--- src/rtl/seq_pkg.sv ---
// Shared defaults, register map constants, state encoding and helpers
// for the phase sequencer and its phase timer.
package seq_pkg;

  localparam int NPH_DEF     = 8;
  localparam int NOUT_DEF    = 6;
  localparam int TW_DEF      = 20;
  localparam int MAX_PH      = 16;
  localparam int ADDR_STRIDE = 4;

  localparam logic [5:0] NACT_ADDR   = 6'd62;
  localparam logic [5:0] REPEAT_ADDR = 6'd63;
  localparam logic [1:0] SUB_DUR_LO  = 2'd0;
  localparam logic [1:0] SUB_DUR_HI  = 2'd1;
  localparam logic [1:0] SUB_PAT     = 2'd2;

  typedef enum logic [1:0] {
    ST_IDLE = 2'd0,
    ST_RUN  = 2'd1,
    ST_DONE = 2'd2
  } seq_state_e;

  // Limit a programmed phase count to the number of implemented phases.
  function automatic logic [4:0] clamp_nact(input logic [15:0] v, input logic [4:0] max_v);
    logic [4:0] r;
    if (v > {11'd0, max_v}) begin
      r = max_v;
    end else begin
      r = v[4:0];
    end
    return r;
  endfunction

endpackage

--- src/rtl/phase_timer.sv ---
// Phase duration down-counter: load (zero treated as one), decrement on
// tick, terminal flag when the count reaches one.
module phase_timer
  import seq_pkg::*;
#(
  parameter int TW = TW_DEF
) (
  input  logic          clk_sys,
  input  logic          rst_n,
  input  logic          clr_i,
  input  logic          load_i,
  input  logic [TW-1:0] load_val_i,
  input  logic          tick_i,
  output logic [TW-1:0] count_o,
  output logic          term_o
);

  localparam logic [TW-1:0] ONE = {{(TW-1){1'b0}}, 1'b1};

  logic [TW-1:0] count_q, count_d;

  // Next count: clear, load or tick-driven decrement.
  always_comb begin
    count_d = count_q;
    if (clr_i) begin
      count_d = '0;
    end else if (load_i) begin
      count_d = (load_val_i == '0) ? ONE : load_val_i;
    end else if (tick_i && (count_q != '0)) begin
      count_d = count_q - ONE;
    end else begin
      count_d = count_q;
    end
  end

  // Count register.
  always_ff @(posedge clk_sys or negedge rst_n) begin
    if (!rst_n) begin
      count_q <= '0;
    end else begin
      count_q <= count_d;
    end
  end

  assign count_o = count_q;
  assign term_o  = (count_q == ONE);

endmodule

--- src/rtl/phase_sequencer.sv ---
// Programmable phase sequencer: steps through NACT phases, each holding a
// pattern for a programmed number of timebase ticks, for REPEAT passes.
module phase_sequencer
  import seq_pkg::*;
#(
  parameter int NPH  = NPH_DEF,
  parameter int NOUT = NOUT_DEF,
  parameter int TW   = TW_DEF
) (
  input  logic            clk_sys,
  input  logic            rst_n,
  input  logic            clken_p,
  input  logic            load,
  input  logic [5:0]      loadchoice,
  input  logic [15:0]     datain,
  input  logic            start,
  input  logic            abort,
  output logic [NOUT-1:0] pattern,
  output logic [3:0]      phase_idx,
  output logic            busy,
  output logic            done,
  output logic [TW-1:0]   timecount
);

  logic [TW-1:0]     dur_q [MAX_PH];
  logic [NOUT-1:0]   pat_q [MAX_PH];
  logic [15:0]       nact_cfg_q;
  logic [15:0]       rep_cfg_q;
  logic [MAX_PH-1:0] wr_dur_lo_s, wr_dur_hi_s, wr_pat_s;
  logic              wr_nact_s, wr_rep_s, wr_phase_s;

  seq_state_e        state_q, state_d;
  logic [3:0]        phase_q, phase_d, phase_nx_s;
  logic [NOUT-1:0]   pattern_q, pattern_d;
  logic              busy_q, busy_d, done_q, done_d;
  logic [15:0]       pass_q, pass_d, rep_run_q, rep_run_d;
  logic [4:0]        nact_run_q, nact_run_d, nact_clamp_s;
  logic              last_s, final_s;

  logic              tmr_clr_s, tmr_load_s, tmr_tick_s, tmr_term_s;
  logic [TW-1:0]     tmr_val_s, tmr_count_s;

  // Address decode; NACT/REPEAT take precedence over the phase slots.
  always_comb begin
    wr_dur_lo_s = '0;
    wr_dur_hi_s = '0;
    wr_pat_s    = '0;
    wr_nact_s   = load && (loadchoice == NACT_ADDR);
    wr_rep_s    = load && (loadchoice == REPEAT_ADDR);
    wr_phase_s  = load && !wr_nact_s && !wr_rep_s;
    for (int i = 0; i < NPH; i++) begin
      wr_dur_lo_s[i] = wr_phase_s && (loadchoice == 6'(ADDR_STRIDE * i) + {4'd0, SUB_DUR_LO});
      wr_dur_hi_s[i] = wr_phase_s && (loadchoice == 6'(ADDR_STRIDE * i) + {4'd0, SUB_DUR_HI});
      wr_pat_s[i]    = wr_phase_s && (loadchoice == 6'(ADDR_STRIDE * i) + {4'd0, SUB_PAT});
    end
  end

  // Configuration registers, writable in any state.
  always_ff @(posedge clk_sys or negedge rst_n) begin
    if (!rst_n) begin
      for (int i = 0; i < MAX_PH; i++) begin
        dur_q[i] <= '0;
        pat_q[i] <= '0;
      end
      nact_cfg_q <= 16'd0;
      rep_cfg_q  <= 16'd0;
    end else begin
      for (int i = 0; i < MAX_PH; i++) begin
        if (wr_dur_lo_s[i]) dur_q[i][15:0]    <= datain;
        if (wr_dur_hi_s[i]) dur_q[i][TW-1:16] <= datain[TW-17:0];
        if (wr_pat_s[i])    pat_q[i]          <= datain[NOUT-1:0];
      end
      if (wr_nact_s) nact_cfg_q <= datain;
      if (wr_rep_s)  rep_cfg_q  <= datain;
    end
  end

  assign nact_clamp_s = clamp_nact(nact_cfg_q, 5'(NPH));
  assign phase_nx_s   = phase_q + 4'd1;
  assign last_s       = ({1'b0, phase_q} == (nact_run_q - 5'd1));
  assign final_s      = last_s && (rep_run_q != 16'd0) && (pass_q == (rep_run_q - 16'd1));
  assign tmr_tick_s   = clken_p && (state_q == ST_RUN);

  // Sequencer next state; PAT and DUR are only sampled on phase entry.
  always_comb begin
    state_d    = state_q;
    phase_d    = phase_q;
    pattern_d  = pattern_q;
    busy_d     = busy_q;
    done_d     = 1'b0;
    pass_d     = pass_q;
    nact_run_d = nact_run_q;
    rep_run_d  = rep_run_q;
    tmr_clr_s  = 1'b0;
    tmr_load_s = 1'b0;
    tmr_val_s  = dur_q[phase_nx_s];
    if (abort) begin
      state_d   = ST_IDLE;
      phase_d   = 4'd0;
      pattern_d = '0;
      busy_d    = 1'b0;
      pass_d    = 16'd0;
      tmr_clr_s = 1'b1;
    end else begin
      case (state_q)
        ST_IDLE: begin
          if (start && (nact_clamp_s != 5'd0)) begin
            state_d    = ST_RUN;
            busy_d     = 1'b1;
            phase_d    = 4'd0;
            pattern_d  = pat_q[4'd0];
            nact_run_d = nact_clamp_s;
            rep_run_d  = rep_cfg_q;
            pass_d     = 16'd0;
            tmr_load_s = 1'b1;
            tmr_val_s  = dur_q[4'd0];
          end else begin
            state_d = ST_IDLE;
          end
        end
        ST_RUN: begin
          if (clken_p && tmr_term_s) begin
            if (final_s) begin
              state_d   = ST_DONE;
              busy_d    = 1'b0;
              done_d    = 1'b1;
              phase_d   = 4'd0;
              pattern_d = '0;
              tmr_clr_s = 1'b1;
            end else if (last_s) begin
              phase_d    = 4'd0;
              pattern_d  = pat_q[4'd0];
              tmr_load_s = 1'b1;
              tmr_val_s  = dur_q[4'd0];
              pass_d     = (rep_run_q != 16'd0) ? (pass_q + 16'd1) : pass_q;
            end else begin
              phase_d    = phase_nx_s;
              pattern_d  = pat_q[phase_nx_s];
              tmr_load_s = 1'b1;
              tmr_val_s  = dur_q[phase_nx_s];
            end
          end else begin
            state_d = ST_RUN;
          end
        end
        ST_DONE: begin
          state_d = ST_IDLE;
        end
        default: begin
          state_d   = ST_IDLE;
          phase_d   = 4'd0;
          pattern_d = '0;
          busy_d    = 1'b0;
          tmr_clr_s = 1'b1;
        end
      endcase
    end
  end

  // Sequencer state and output registers.
  always_ff @(posedge clk_sys or negedge rst_n) begin
    if (!rst_n) begin
      state_q    <= ST_IDLE;
      phase_q    <= 4'd0;
      pattern_q  <= '0;
      busy_q     <= 1'b0;
      done_q     <= 1'b0;
      pass_q     <= 16'd0;
      nact_run_q <= 5'd0;
      rep_run_q  <= 16'd0;
    end else begin
      state_q    <= state_d;
      phase_q    <= phase_d;
      pattern_q  <= pattern_d;
      busy_q     <= busy_d;
      done_q     <= done_d;
      pass_q     <= pass_d;
      nact_run_q <= nact_run_d;
      rep_run_q  <= rep_run_d;
    end
  end

  phase_timer #(.TW(TW)) u_timer (
    .clk_sys    (clk_sys),
    .rst_n      (rst_n),
    .clr_i      (tmr_clr_s),
    .load_i     (tmr_load_s),
    .load_val_i (tmr_val_s),
    .tick_i     (tmr_tick_s),
    .count_o    (tmr_count_s),
    .term_o     (tmr_term_s)
  );

  assign pattern   = pattern_q;
  assign phase_idx = phase_q;
  assign busy      = busy_q;
  assign done      = done_q;
  assign timecount = tmr_count_s;

endmodule

--- config.mk ---
export PLATFORM = sky130hd
export DESIGN_NAME = phase_sequencer
export DESIGN_NICKNAME = d
export VERILOG_FILES = /design/src/rtl/seq_pkg.sv /design/src/rtl/phase_timer.sv /design/src/rtl/phase_sequencer.sv
export SDC_FILE = /design/constraint.sdc
export NUM_CORES = 1
export LEC_CHECK = 0
export CELL_PAD_IN_SITES_DETAIL_PLACEMENT = 1
export CELL_PAD_IN_SITES_GLOBAL_PLACEMENT = 1
export CORE_ASPECT_RATIO = 1.75
export CORE_UTILIZATION = 46
export CTS_CLUSTER_SIZE = 8
export DETAILED_ROUTE_END_ITERATION = 8
export PLACE_DENSITY_LB_ADDON = 0.1
export SETUP_SLACK_MARGIN = 0.4
export SLEW_MARGIN = 25
export SYNTH_ARGS = -nofsm -noshare
export SYNTH_HDL_FRONTEND = slang
export SYNTH_HIERARCHICAL = 1
export SYNTH_SLANG_ARGS = --single-unit
--- constraint.sdc ---
create_clock -name clk_sys -period 3.72 [get_ports clk_sys]
set_clock_uncertainty 0.2 [all_clocks]
set_input_delay 0.744 -clock clk_sys [delete_from_list [all_inputs] [get_ports clk_sys]]
set_output_delay 0.744 -clock clk_sys [all_outputs]
set_load 0.02 [all_outputs]
==> report_table.html <==
<table>
<tr><th>Metric</th><th>Value</th></tr>
<tr><th colspan="2">STA</th></tr>
<tr><td>Minimum hold slack</td><td>-1.383 ps</td></tr>
<tr><td>Share of the cycle needed by the critical path after routing</td><td>101.3%</td></tr>
<tr><td>Max-slew violation count</td><td>0</td></tr>
<tr><td>Least-Margin Pin Slew</td><td>978.0 ps</td></tr>
<tr><td>Final count of negative-setup-slack endpoints</td><td>1</td></tr>
<tr><td>Worst max-slew margin expressed relative to the limit</td><td>34.20%</td></tr>
<tr><td>Setup repair after global routing missed its margin</td><td>yes</td></tr>
<tr><td>Setup ws final</td><td>-48.50 ps</td></tr>
<tr><td>Final period demand of the worst path</td><td>3768 ps</td></tr>
<tr><td>Setup TNS after final layout</td><td>-48.50 ps</td></tr>
<tr><td>Fmax achieved</td><td>265.4 MHz</td></tr>
<tr><td>Final-report hold violation count</td><td>2</td></tr>
<tr><th colspan="2">Hold path</th></tr>
<tr><td>Path type of the worst min-delay path</td><td>input port to asynchronous set/reset pin</td></tr>
<tr><th colspan="2">Drt</th></tr>
<tr><td>Total wirelength of the detailed-routed design</td><td>42,670 um</td></tr>
<tr><td>First drt pass iteration count</td><td>4</td></tr>
<tr><td>Violation count after the first detailed-route iteration</td><td>389</td></tr>
<tr><td>Wirelength per Cell</td><td>24.22 um</td></tr>
<tr><td>Drc violations</td><td>0</td></tr>
<tr><td>Via density per instance</td><td>5.926</td></tr>
<tr><td>Count of nets left with antenna violations after detail routing</td><td>0</td></tr>
<tr><td>Detailed-route via count</td><td>10,440</td></tr>
<tr><th colspan="2">Worst setup path</th></tr>
<tr><td>CP arrival</td><td>4020 ps</td></tr>
<tr><td>Critical Path Start Type</td><td>flop</td></tr>
<tr><td>Crit Path Class</td><td>flop to flop</td></tr>
<tr><td>Worst Path Required</td><td>3970 ps</td></tr>
<tr><td>Biggest fanout along the worst timing path</td><td>19</td></tr>
<tr><td>Setup crit end kind</td><td>flop</td></tr>
<tr><th colspan="2">Yosys</th></tr>
<tr><td>Largest cells by area after synthesis</td><td>dfrtp_1 51%, mux2_2 19%, mux4_2 7.6%</td></tr>
<tr><td>Primary flip-flop cell chosen by synthesis mapping</td><td>dfrtp_1</td></tr>
<tr><td>Post-synth EDFFs</td><td>0</td></tr>
<tr><td>Yosys warnings</td><td>6</td></tr>
<tr><td>Mean instance size in the synthesized netlist</td><td>12.84 um^2</td></tr>
<tr><td>Post-Syn Nets</td><td>1,229</td></tr>
<tr><td>Cell type with the largest total area after synthesis</td><td>dfrtp_1</td></tr>
<tr><td>Fraction of the yosys area taken by sequential cells</td><td>50.82%</td></tr>
<tr><td>Async S/R FF share, synth</td><td>100.0%</td></tr>
<tr><td>Gate Count Post-Synth</td><td>1,193</td></tr>
<tr><td>Cell variety after synth</td><td>71</td></tr>
<tr><td>Flip-flop and latch count after synthesis</td><td>311</td></tr>
<tr><td>Cell area after technology mapping</td><td>15,310 um^2</td></tr>
<tr><td>Library cell with the highest instance count after synthesis</td><td>dfrtp_1</td></tr>
<tr><td>Most instantiated cells after synthesis</td><td>311 x dfrtp_1, 261 x mux2_2, 101 x nand2_1</td></tr>
<tr><td>Fraction of post-synthesis cell area in the top cell type by area</td><td>50.82%</td></tr>
<tr><th colspan="2">CTS</th></tr>
<tr><td>Number of levels in the clock H-tree</td><td>2</td></tr>
<tr><td>Clock Sinks</td><td>311</td></tr>
<tr><td>Maximum root-to-sink buffer count</td><td>3</td></tr>
<tr><td>Clock Latency Late Sink</td><td>540 ps</td></tr>
<tr><td>Clock Root Buffer</td><td>clkbuf_16</td></tr>
<tr><td>CTS Buf Count</td><td>44</td></tr>
<tr><td>Clock-pin slew on the worst setup and hold paths</td><td>50 ps</td></tr>
<tr><td>CTS tree</td><td>built</td></tr>
<tr><th colspan="2">Die</th></tr>
<tr><td>Die H</td><td>243.4 um</td></tr>
<tr><td>Die area</td><td>34,050 um^2</td></tr>
<tr><td>Horizontal die dimension</td><td>139.9 um</td></tr>
<tr><td>Starting Density</td><td>46.51%</td></tr>
<tr><td>Core footprint</td><td>32,920 um^2</td></tr>
<tr><td>Number of rows created at floorplan</td><td>88</td></tr>
<tr><td>Number of I/O pins</td><td>60</td></tr>
<tr><th colspan="2">GRT</th></tr>
<tr><td>Maximum number of pins on one net before global-route repair</td><td>85</td></tr>
<tr><td>Met1 capacity usage during global routing</td><td>29.66%</td></tr>
<tr><td>Congestion Overflow GR</td><td>0</td></tr>
<tr><td>Layer with the highest usage</td><td>met2</td></tr>
<tr><td>Met2 demand-to-capacity share in global routing</td><td>49.47%</td></tr>
<tr><td>Initial antenna violation count</td><td>0</td></tr>
<tr><td>First-pass GRT wire length</td><td>68,030 um</td></tr>
<tr><td>Number of global-route vias before repair</td><td>11,980</td></tr>
<tr><td>GRT Util Overall</td><td>26.30%</td></tr>
<tr><td>GR Util met3</td><td>3.145%</td></tr>
<tr><th colspan="2">Final layout</th></tr>
<tr><td>Antenna cells</td><td>0</td></tr>
<tr><td>Layout cell share with drive strength beyond 1</td><td>41.56%</td></tr>
<tr><td>Growth of design area from synthesis to finish</td><td>21.24%</td></tr>
<tr><td>Net total in the final layout</td><td>1,389</td></tr>
<tr><th colspan="2">Power and ir drop</th></tr>
<tr><td>Sw frac</td><td>30.96%</td></tr>
<tr><td>Logic pwr share</td><td>31.2%</td></tr>
<tr><td>Net switching power</td><td>3520 uW</td></tr>
<tr><td>Cell area power density</td><td>612.3 nW/um^2</td></tr>
<tr><td>Internal power contribution</td><td>7848 uW</td></tr>
<tr><td>Worst IR Drop VDD</td><td>0.4355 mV</td></tr>
<tr><td>Tot Pwr</td><td>11,370 uW</td></tr>
<tr><td>Fraction of power consumed by sequential logic</td><td>37.4%</td></tr>
<tr><td>Clock network power share</td><td>31.4%</td></tr>
<tr><td>Leakage dissipation</td><td>0.008309 uW</td></tr>
<tr><th colspan="2">Status</th></tr>
<tr><td>Violated checks</td><td>hold timing, setup timing</td></tr>
<tr><td>Run status</td><td>complete, but fails checks</td></tr>
<tr><th colspan="2">Run</th></tr>
<tr><td>Count of maximum capacitance violations</td><td>0</td></tr>
<tr><th colspan="2">Placed design</th></tr>
<tr><td>Post-detail-place hpwl</td><td>29,420 um</td></tr>
<tr><td>Placer Congestion</td><td>0.9048</td></tr>
<tr><td>Port Buffer Count</td><td>59</td></tr>
<tr><td>Worst setup timing slack at the placement stage</td><td>-235.0 ps</td></tr>
</table>
==> registers in the layout, summed over array words and instances, names as in the netlist, 6 cells and up <==
name             flops
nact_cfg_q          16
pat_q               48
pattern              6
pass_q              16
dur_q              160
u_timer/count_o     20
rep_cfg_q           16
rep_run_q           16
==> metal layers <==
metal	wire length, um	vias to the layer above
met2	23700	182
met5	0	-
met4	1621	0
met1	16320	5498
li1	-	4665
met3	1031	96
==> kinds of logic after synthesis <==
kind of cell	synth area share, %
flip-flops	50.82
AND/OR/NAND/NOR	9.927
adder cells (fa/ha/maj)	0.6537
buffers and inverters	2.124
AO/OA/AOI/OAI	5.311
XOR/XNOR	2.974
multiplexers	28.19
==> worst paths after layout <==
path	startpoint	endpoint	slack, ps	depth (start not counted)
max in group asynchronous	rst_n	rep_run_q[14]	2310	2
max	rep_run_q[7]	u_timer/count_o[0]	-50	13
min in group clk_sys	dur_q[241]	dur_q[241]	300	1
min	rst_n	pat_q[84]	-1	1
max reg2reg	rep_run_q[7]	u_timer/count_o[0]	-50	13
min reg2reg	dur_q[241]	dur_q[241]	300	1
==> power by group through the flow <==
stage	clock (uW)	sequential, uW	combinational [uW]
2_1_floorplan	0	4330	1920
3_3_place_gp	0	4250	3300
3_5_place_dp	0	4290	3380
4_1_cts	3660	4250	3480
5_1_grt	3780	4320	3810
6_report	3570	4250	3540
==> repair_timing <==
| action | CTS | global route |
|---|---|---|
| setup endpoints to repair | 25 | 28 |
| pin swaps | 2 | 7 |
| buffers inserted | 3 | 6 |
| hold buffers | 0 | 0 |
| resized for setup | 30 | 32 |
==> per-stage QoR <==
step                      utilization [%]  cell area [um^2]  cells
after floorplan                         -             15340   1193
after global placement              51.89             17080   1703
after detailed placement            51.89             17080   1703
after CTS                           55.88             18400   1756
after global routing                56.39             18570   1762
final                               56.39             18570   1762
==> critical path: stages (launching register included) <==
cell and delay [ps]:
dfrtp_2 440, or4_1 540, o2111a_1 250, o21a_1 200, o211ai_2 230, or4_4 190
nor2_4 40, o41ai_4 260, buf_12 220, mux2_2 380, nor4_2 250, and3_1 180
a311oi_1 80, a211oi_1 220
==> cell usage in the layout, fill, tap and decap left out, types with 25 or more instances in the layout <==
cell             count
a21oi_1             42
buf_4              107
clkbuf_16           46
clkdlybuf4s50_1     54
dfrtp_1            309
mux2_2             260
mux4_2              52
nand2_1            101
nor2_1              41
o21ai_0             25
xnor2_1             31
==> layout make-up <==
class	instances	area, um^2
Clock inverter	1	16.27
Sequential cell	311	7787
Clock buffer	49	1162
Inverter	12	45.04
Timing Repair Buffer	178	1558
Fill cell	3283	14360
Tap cell	405	506.7
Multi-Input combinational cell	806	7490
(Power assumes the default switching activity.)
